### config.mk
export PLATFORM = sky130hd
export DESIGN_NAME = vga_rect_fill_master
export DESIGN_NICKNAME = d
export VERILOG_FILES = /design/src/rtl/vga_draw_pkg.sv /design/src/rtl/vga_rect_fill_master.sv
export SDC_FILE = /design/constraint.sdc
export NUM_CORES = 1
export LEC_CHECK = 0
export CORE_MARGIN = 10
export CORE_UTILIZATION = 50
export CTS_CLUSTER_DIAMETER = 80
export DETAILED_ROUTE_END_ITERATION = 12
export PLACE_DENSITY = 0.83
export RECOVER_POWER = 25
export SLEW_MARGIN = 20
export SYNTH_ARGS = -nofsm -noshare
export SYNTH_HDL_FRONTEND = slang
export SYNTH_SLANG_ARGS = --single-unit
### constraint.sdc
create_clock -name clk -period 3.95 [get_ports clk]
set_clock_uncertainty 0.05 [all_clocks]
set_input_delay 0.79 -clock clk [delete_from_list [all_inputs] [get_ports clk]]
set_output_delay 0.79 -clock clk [all_outputs]
set_load 0.01 [all_outputs]
### src/rtl/vga_draw_pkg.sv
// Shared types and helpers for the VGA pixel-buffer drawing engines.
package vga_draw_pkg;

    localparam int unsigned PIX_X_W   = 10;
    localparam int unsigned PIX_Y_W   = 9;
    localparam int unsigned ADDR_W    = 30;
    // One buffer row spans 1024 bytes, so y lands at bit 10 of the offset.
    localparam int unsigned ROW_SHIFT = 10;

    typedef enum logic [2:0] {
        IDLE,
        SETUP,
        WRITE,
        ADVANCE,
        DONE
    } draw_state_e;

    // Byte address of pixel (x, y): base + (y << 10) + x, wrapping at 2^30.
    function automatic logic [ADDR_W-1:0] pix_addr(
        input logic [ADDR_W-1:0]  base,
        input logic [PIX_X_W-1:0] x,
        input logic [PIX_Y_W-1:0] y
    );
        logic [ADDR_W-1:0] row_off;
        logic [ADDR_W-1:0] col_off;
        row_off = {{(ADDR_W - PIX_Y_W - ROW_SHIFT){1'b0}}, y, {ROW_SHIFT{1'b0}}};
        col_off = {{(ADDR_W - PIX_X_W){1'b0}}, x};
        return base + row_off + col_off;
    endfunction

endpackage

### src/rtl/vga_rect_fill_master.sv
// Rectangle fill engine: walks a clipped rectangle in raster order and issues one
// single-byte bus write per pixel, waiting for the bridge acknowledge each time.
module vga_rect_fill_master
    import vga_draw_pkg::*;
#(
    parameter logic [29:0] BASE_ADDR = 30'h0800_0000,
    parameter int unsigned WIDTH     = 640,
    parameter int unsigned HEIGHT    = 480
) (
    input  logic               clk,
    input  logic               reset_n,
    input  logic               start,
    input  logic               abort,
    input  logic [PIX_X_W-1:0] x0,
    input  logic [PIX_X_W-1:0] x1,
    input  logic [PIX_Y_W-1:0] y0,
    input  logic [PIX_Y_W-1:0] y1,
    input  logic [7:0]         color,
    output logic               busy,
    output logic               done,
    output logic [29:0]        bus_address,
    output logic               bus_byte_enable,
    output logic               bus_read,
    output logic               bus_write,
    output logic [7:0]         bus_write_data,
    input  logic               bus_acknowledge,
    input  logic [7:0]         bus_read_data
);

    localparam logic [PIX_X_W-1:0] X_END  = PIX_X_W'(WIDTH);
    localparam logic [PIX_X_W-1:0] X_LAST = PIX_X_W'(WIDTH - 1);
    localparam logic [PIX_Y_W-1:0] Y_END  = PIX_Y_W'(HEIGHT);
    localparam logic [PIX_Y_W-1:0] Y_LAST = PIX_Y_W'(HEIGHT - 1);
    localparam logic [PIX_X_W-1:0] X_ONE  = PIX_X_W'(1);
    localparam logic [PIX_Y_W-1:0] Y_ONE  = PIX_Y_W'(1);

    draw_state_e state_q, state_d;

    logic [PIX_X_W-1:0] x0_q, x0_d, x1_q, x1_d;
    logic [PIX_Y_W-1:0] y0_q, y0_d, y1_q, y1_d;
    logic [7:0]         color_q, color_d;
    logic [PIX_X_W-1:0] xl_q, xl_d, xr_q, xr_d, cx_q, cx_d;
    logic [PIX_Y_W-1:0] yt_q, yt_d, yb_q, yb_d, cy_q, cy_d;

    logic [PIX_X_W-1:0] xl_s, xmax_s, xr_s;
    logic [PIX_Y_W-1:0] yt_s, ymax_s, yb_s;

    // Read data is never consumed; the engine only writes.
    logic unused_read_data;
    assign unused_read_data = ^bus_read_data;

    assign bus_read = 1'b0;

    // Corner ordering and clipping from the latched request, used in SETUP.
    always_comb begin
        xl_s   = (x0_q < x1_q) ? x0_q : x1_q;
        xmax_s = (x0_q < x1_q) ? x1_q : x0_q;
        xr_s   = (xmax_s > X_LAST) ? X_LAST : xmax_s;
        yt_s   = (y0_q < y1_q) ? y0_q : y1_q;
        ymax_s = (y0_q < y1_q) ? y1_q : y0_q;
        yb_s   = (ymax_s > Y_LAST) ? Y_LAST : ymax_s;
    end

    // FSM next state, coordinate counters and bus outputs.
    always_comb begin
        state_d         = state_q;
        x0_d            = x0_q;
        x1_d            = x1_q;
        y0_d            = y0_q;
        y1_d            = y1_q;
        color_d         = color_q;
        xl_d            = xl_q;
        xr_d            = xr_q;
        yt_d            = yt_q;
        yb_d            = yb_q;
        cx_d            = cx_q;
        cy_d            = cy_q;
        busy            = 1'b0;
        done            = 1'b0;
        bus_write       = 1'b0;
        bus_byte_enable = 1'b0;
        bus_write_data  = 8'h00;
        bus_address     = 30'h0;

        unique case (state_q)
            IDLE: begin
                if (start) begin
                    x0_d    = x0;
                    x1_d    = x1;
                    y0_d    = y0;
                    y1_d    = y1;
                    color_d = color;
                    state_d = SETUP;
                end
            end
            SETUP: begin
                busy = 1'b1;
                xl_d = xl_s;
                xr_d = xr_s;
                yt_d = yt_s;
                yb_d = yb_s;
                if (xl_s >= X_END || yt_s >= Y_END) begin
                    state_d = DONE;
                end else begin
                    cx_d    = xl_s;
                    cy_d    = yt_s;
                    state_d = WRITE;
                end
            end
            WRITE: begin
                busy            = 1'b1;
                bus_write       = 1'b1;
                bus_byte_enable = 1'b1;
                bus_write_data  = color_q;
                bus_address     = pix_addr(BASE_ADDR, cx_q, cy_q);
                if (bus_acknowledge) begin
                    state_d = ADVANCE;
                end
            end
            ADVANCE: begin
                busy = 1'b1;
                if (abort || (cx_q == xr_q && cy_q == yb_q)) begin
                    state_d = DONE;
                end else if (cx_q == xr_q) begin
                    cx_d    = xl_q;
                    cy_d    = cy_q + Y_ONE;
                    state_d = WRITE;
                end else begin
                    cx_d    = cx_q + X_ONE;
                    state_d = WRITE;
                end
            end
            DONE: begin
                done    = 1'b1;
                state_d = IDLE;
            end
            default: state_d = IDLE;
        endcase
    end

    // State and datapath registers; reset returns to IDLE, dropping the strobe at once.
    always_ff @(posedge clk or negedge reset_n) begin
        if (!reset_n) begin
            state_q <= IDLE;
            x0_q    <= '0;
            x1_q    <= '0;
            y0_q    <= '0;
            y1_q    <= '0;
            color_q <= '0;
            xl_q    <= '0;
            xr_q    <= '0;
            yt_q    <= '0;
            yb_q    <= '0;
            cx_q    <= '0;
            cy_q    <= '0;
        end else begin
            state_q <= state_d;
            x0_q    <= x0_d;
            x1_q    <= x1_d;
            y0_q    <= y0_d;
            y1_q    <= y1_d;
            color_q <= color_d;
            xl_q    <= xl_d;
            xr_q    <= xr_d;
            yt_q    <= yt_d;
            yb_q    <= yb_d;
            cx_q    <= cx_d;
            cy_q    <= cy_d;
        end
    end

endmodule
==> Word level (Yosys, flattened, before mapping) <==
Cells that the tools add are included.
{ "word_totals": {"reg_bits": 97, "input_bits": 59, "output_inout_bits": 43} }
{ "op_classes": {"add_sub_neg": 4, "magnitude_cmp": 6, "eq_ne": 11, "n_mux": 24, "n_reduce_logical": 10} }
{ "ops": {"columns": ["operator", "n"], "rows": [
  ["2-to-1 mux 10 bit", 6],
  ["2-to-1 mux 9 bit", 6],
  ["adder 29 x 10 -> 30 bit", 1],
  ["2-to-1 mux 30 bit", 1],
  ["adder 28 x 19 -> 29 bit, first input constant", 1],
  ["case mux 10 bit (2 select lines)", 1],
  ["case mux 9 bit (2 select lines)", 1],
  ["2-to-1 mux 3 bit", 4],
  ["case mux 3 bit (4 select lines)", 1],
  ["adder 10 x 1 -> 10 bit, second input constant", 1],
  ["== test 10 bit", 1],
  ["greater-or-equal comparator 10 bit, second input constant", 1],
  ["> comparator 10 bit, second input constant", 1],
  ["less-than comparator 10 bit", 1],
  ["inequality test 2 bit, second input constant", 5],
  ["adder 9 x 1 -> 9 bit, second input constant", 1],
  ["== test 9 bit", 1],
  ["greater-or-equal comparator 9 bit, second input constant", 1],
  ["> comparator 9 bit, second input constant", 1],
  ["less-than comparator 9 bit", 1],
  ["2-to-1 mux 8 bit", 1],
  ["== test 3 x 2 -> 1 bit, second input constant", 2],
  ["AND reduction 2 bit", 2],
  ["AND reduction 4 bit", 1],
  ["other kinds (9)", 12]
]} }

==> Longest topological paths before layout <==
{ "depth": {"ltp_word": 6, "mapped_depth": 11, "depth_no_buf": 9} }

==> Worst setup path after synthesis <==
No wires, ideal clock.
{ "synth_timing": {"kind": "reg-to-reg", "from": "register y0_q[2]", "to": "register cx_q[5]", "t_arrival_ns": 2.323, "required_time_ns": 3.775, "setup_slack_ns": 1.453, "stages_incl_launch_ff": 9, "n_path_buf": 0, "synth_period_minus_slack_ns": 2.497, "path_cell_list": "dfrtp_1 -> ha_1 -> a21oi_1 -> o21ai_1 -> a21o_1 -> or3_1 -> and4b_1 -> a21oi_4 -> mux2_2"} }
{ "synth_between": {"elab_chain_len": 6} }
{ "synth_rtl": {"columns": ["element", "line_no", "source"], "rows": [
  ["start, declared", "vga_rect_fill_master.sv:40", "logic [PIX_Y_W-1:0] y0_q, y0_d, y1_q, y1_d;"],
  ["start signal, assigned", "vga_rect_fill_master.sv:160", "y0_q <= y0_d;"],
  ["less-than comparator 9 bit", "vga_rect_fill_master.sv:59", "yt_s = (y0_q < y1_q) ? y0_q : y1_q;"],
  ["2-to-1 mux 9 bit (*)", "vga_rect_fill_master.sv:59", null],
  ["greater-or-equal comparator 9 bit (*)", "vga_rect_fill_master.sv:102", "if (xl_s >= X_END || yt_s >= Y_END) begin"],
  ["logical OR 1 bit (*)", "vga_rect_fill_master.sv:102", null],
  ["inequality test 2 bit (no source line) (*)", null, null],
  ["AND reduction 3 bit (no source line) (*)", null, null],
  ["end signal, assigned", "vga_rect_fill_master.sv:154", "cx_q <= '0;"],
  ["end signal, assigned", "vga_rect_fill_master.sv:167", "cx_q <= cx_d;"],
  ["end, declared", "vga_rect_fill_master.sv:42", "logic [PIX_X_W-1:0] xl_q, xl_d, xr_q, xr_d, cx_q, cx_d;"]
]} }
Mark *: on every way between the ends. The rest lies on a longest branch, timed or not.
A chain may end at the register's enable or synchronous reset.

==> Worst setup path in the final report <==
{ "layout_timing": {"from": "register state_q[1]", "to": "output port bus_address[3]"} }
{ "layout_between": {"elab_chain_len": 2} }
{ "layout_rtl": {"columns": ["element", "line_no", "source"], "rows": [
  ["start, declared", "vga_rect_fill_master.sv:37", "draw_state_e state_q, state_d;"],
  ["start signal, assigned", "vga_rect_fill_master.sv:157", "state_q <= state_d;"],
  ["== test 3 x 2 -> 1 bit", "vga_rect_fill_master.sv:85", "unique case (state_q)"],
  ["2-to-1 mux 30 bit", "vga_rect_fill_master.sv:85", null],
  ["end, declared", "vga_rect_fill_master.sv:21", "output logic [29:0] bus_address,"]
]} }
No other way between the ends.

==> flow_metrics.tcl <==
set metrics [dict create \
    synth_area_leaders "dfrtp_1 43%, mux2_2 6.8%, a21oi_1 4.7%, o21ai_0 4.5%, ha_1 4.2%" \
    worstPathRequired_ps 3110 \
    pre_cts_ws_ps 943 \
    synth_top_family_by_area "simple AND/OR/NAND/NOR gates" \
    synth-seq-area-share_pct 43.2 \
    post_cts_buffers 0 \
    areaGrowthSynthToFinish_pct 20.9 \
    violations "capacitance limit, slew limit" \
    setup_viol 0 \
    cts_buffers 9 \
    rsz0062_at_grt "false" \
    netlist_instances 598 \
    dp.cells 795 \
    holdCritStartpoint "xl_q[5]" \
    pin_count 102 \
    via_per_inst 5.74 \
    globalRouteTotalUtil_pct 17.3 \
    die_area_mm2 0.0159 \
    die-height_um 126 \
    synth.distinct_cells 54 \
    cts_sinks 97 \
    tightest_slew_ps 2640 \
    drive_gt1_share_pct 10.1 \
    initial_core_util_pct 51.4 \
    synth_area_mm2 0.00562 \
    diodes 0 \
    synthSimpleGateAreaFrac_pct 16.1 \
    remaining_drc_errors 0 \
    antenna_found_initial 0 \
    yosys_warnings 0 \
    synth_fa_ha_area_share_pct 4.23 \
    status "complete, but fails checks" \
    highest_layer "met4" \
    core-area_mm2 0.0109 \
    r2r-start "y1_q[6]" \
    grt_pass1_vias 4680 \
    cellPowerDensity_mw_per_mm2 959 \
    fin_setup_tns_ps 0 \
    muxShareOfSynthArea_pct 12.0 \
    overflow 0 \
    yosysTopAreaCell "dfrtp_1" \
    hold_depth 2 \
    synthTopCellsByCount "97 x dfrtp_1, 57 x nand2_1, 53 x a21oi_1" \
    cts_max_level 3 \
    synth.most_common_cell "dfrtp_1" \
    synth-xor-area-share_pct 4.05 \
    tritoncts "done" \
    worstPathMaxFanout 18 \
    max_cap_violations 1 \
    p_leak_nw 2.91 \
    synth_compound_area_share_pct 14.7 \
    clk_pin_slew_worst_paths_ps 70 \
    fin_ws_ps 626 \
    cts_root_buf "clkbuf_16" \
    vias 4657 \
    drt_iter0_drc 372 \
    async_flop_share_pct 100 \
    synth_top_area_share_pct 43.2 \
    dr_wl_met2_um 6540 \
    critPathCaptureType "output port" \
    post-route-period-util_pct 84.2 \
    place_congestion 0.886 \
    nets 744 \
    wl_met1_um 5960 \
    period_needed_ps 3320 \
    rows 38 \
    die_x_um 126 \
    startpoint_type "flop" \
    hold_end "xl_q[5]" \
    fin_cells 811 \
    port_buffers 82 \
    ys_seq_elements 97 \
    detail-route-antenna-nets 0 \
    wl_um 13900 \
    reg2regPathDepth 9 \
    clock_path_buffers 2 \
    finalHoldViolCount 0 \
    dp_hpwl_um 10100 \
    final_max_slew_viol_count 52 \
    grt_max_degree 65 \
    first_pass_iters 5 \
    total_power_w 0.00652 \
    cp.arrival_ps 2480 \
    syn_area_per_cell_um2 9.40 \
    cts_resized 0 \
    grt_pass1_wl_um 23200 \
    wl_met3_um 1180 \
    clk_latency_ps 350 \
    synth_edf_count 0 \
    synthFlopType "dfrtp_1" \
    fmax_mhz 301 \
    path_class "flop to output port" \
    ir_worst_vdd_mv 0.498 \
    r2r_setup_slack_ps 950 \
    r2r_end "cx_q[5]" \
    routedWlPerCell_um 17.2 \
    hold_buffers 0 \
    min_path_type "flop to flop" \
    max-slew-margin-rel_pct -75.9 \
]
==> power breakdown <==
| group | switching, W | internal, W | total, W |
|---|---|---|---|
| combinational | 0.00200 | 0.00159 | 0.00359 |
| clock | 0.000393 | 0.000509 | 0.000902 |
| sequential | 0.000522 | 0.00150 | 0.00202 |
| total | 0.00292 | 0.00360 | 0.00652 |
==> cell type report <==
type	instances	area [um^2]
tap	140	175
fill	866	4140
clock inverter	6	67.6
sequential	97	2430
timing repair buffer	90	872
multi-input combinational	445	2930
clock buffer	10	239
inverter	23	86.3
==> how the worst max path moves through the flow <==
stage                     startpoint                end  slack, ps  cells past startpoint
after floorplan              y0_q[2]            cx_q[5]       1450                      8
after global routing      state_q[1]     bus_address[3]        430                      5
after detailed placement  state_q[1]     bus_address[3]        940                      5
final                     state_q[1]     bus_address[3]        630                      5
after CTS                 state_q[1]     bus_address[3]        580                      5
after global placement    state_q[1]  bus_write_data[2]       1040                      5
==> worst max-delay path, cell delays in order (launching register included) <==
cell	delay, ps
dfrtp_1	440
inv_1	140
nor3_2	490
buf_4	330
and2_1	190
clkdlybuf4s50_1	550
==> registers in the layout, summed over array words and instances, names as in the netlist, 10 cells and up <==
register	flops
cx_q	10
xr_q	10
x0_q	10
x1_q	10
xl_q	10
==> metrics by stage <==
| stage | util [%] | hold slack [ps] | instance area [um^2] |
|---|---|---|---|
| global placement | 59.4 | 405 | 6490 |
| detailed placement | 59.4 | 423 | 6490 |
| finish | 62.1 | 445 | 6800 |
| global route | 62.1 | 477 | 6800 |
| floorplan | - | 393 | 5660 |
| CTS | 62.2 | 426 | 6800 |
==> layout by cell type, fill, tap and decap left out, types with 3 or more instances in the layout <==
cell type	netlist	routed
xor2_1	16	16
or3_1	3	3
nand3_1	9	9
and3_1	3	3
inv_1	23	23
nor4_1	4	4
nor3_1	11	10
mux2_2	34	34
a21o_1	3	3
and2_1	27	27
mux2_1	10	10
nand4_1	7	7
nor2_1	47	47
nand2b_1	7	7
conb_1	1	11
mux2i_1	18	18
buf_4	13	7
a211o_1	3	3
clkdlybuf4s50_1	0	80
clkbuf_16	0	9
dfrtp_1	97	97
xnor2_1	10	10
nand2_1	57	57
o21ai_0	51	51
a21oi_1	53	53
o211ai_1	5	5
a211oi_1	5	5
ha_1	19	19
==> kinds of logic after synthesis <==
family,after synthesis
compound gates,142
simple gates,185
other cells,1
buf+inv,66
mux,62
flops,97
xor+xnor,26
fa+ha+maj,19
==> routing by layer <==
metal  vias to the layer above  global-route usage [%]
met5                         -                       0
met4                         0                    6.63
met3                        31                    4.53
met2                       197                    27.5
met1                      2224                    21.9
li1                       2205                       -
Note: power is estimated with default switching activity, not from simulation.
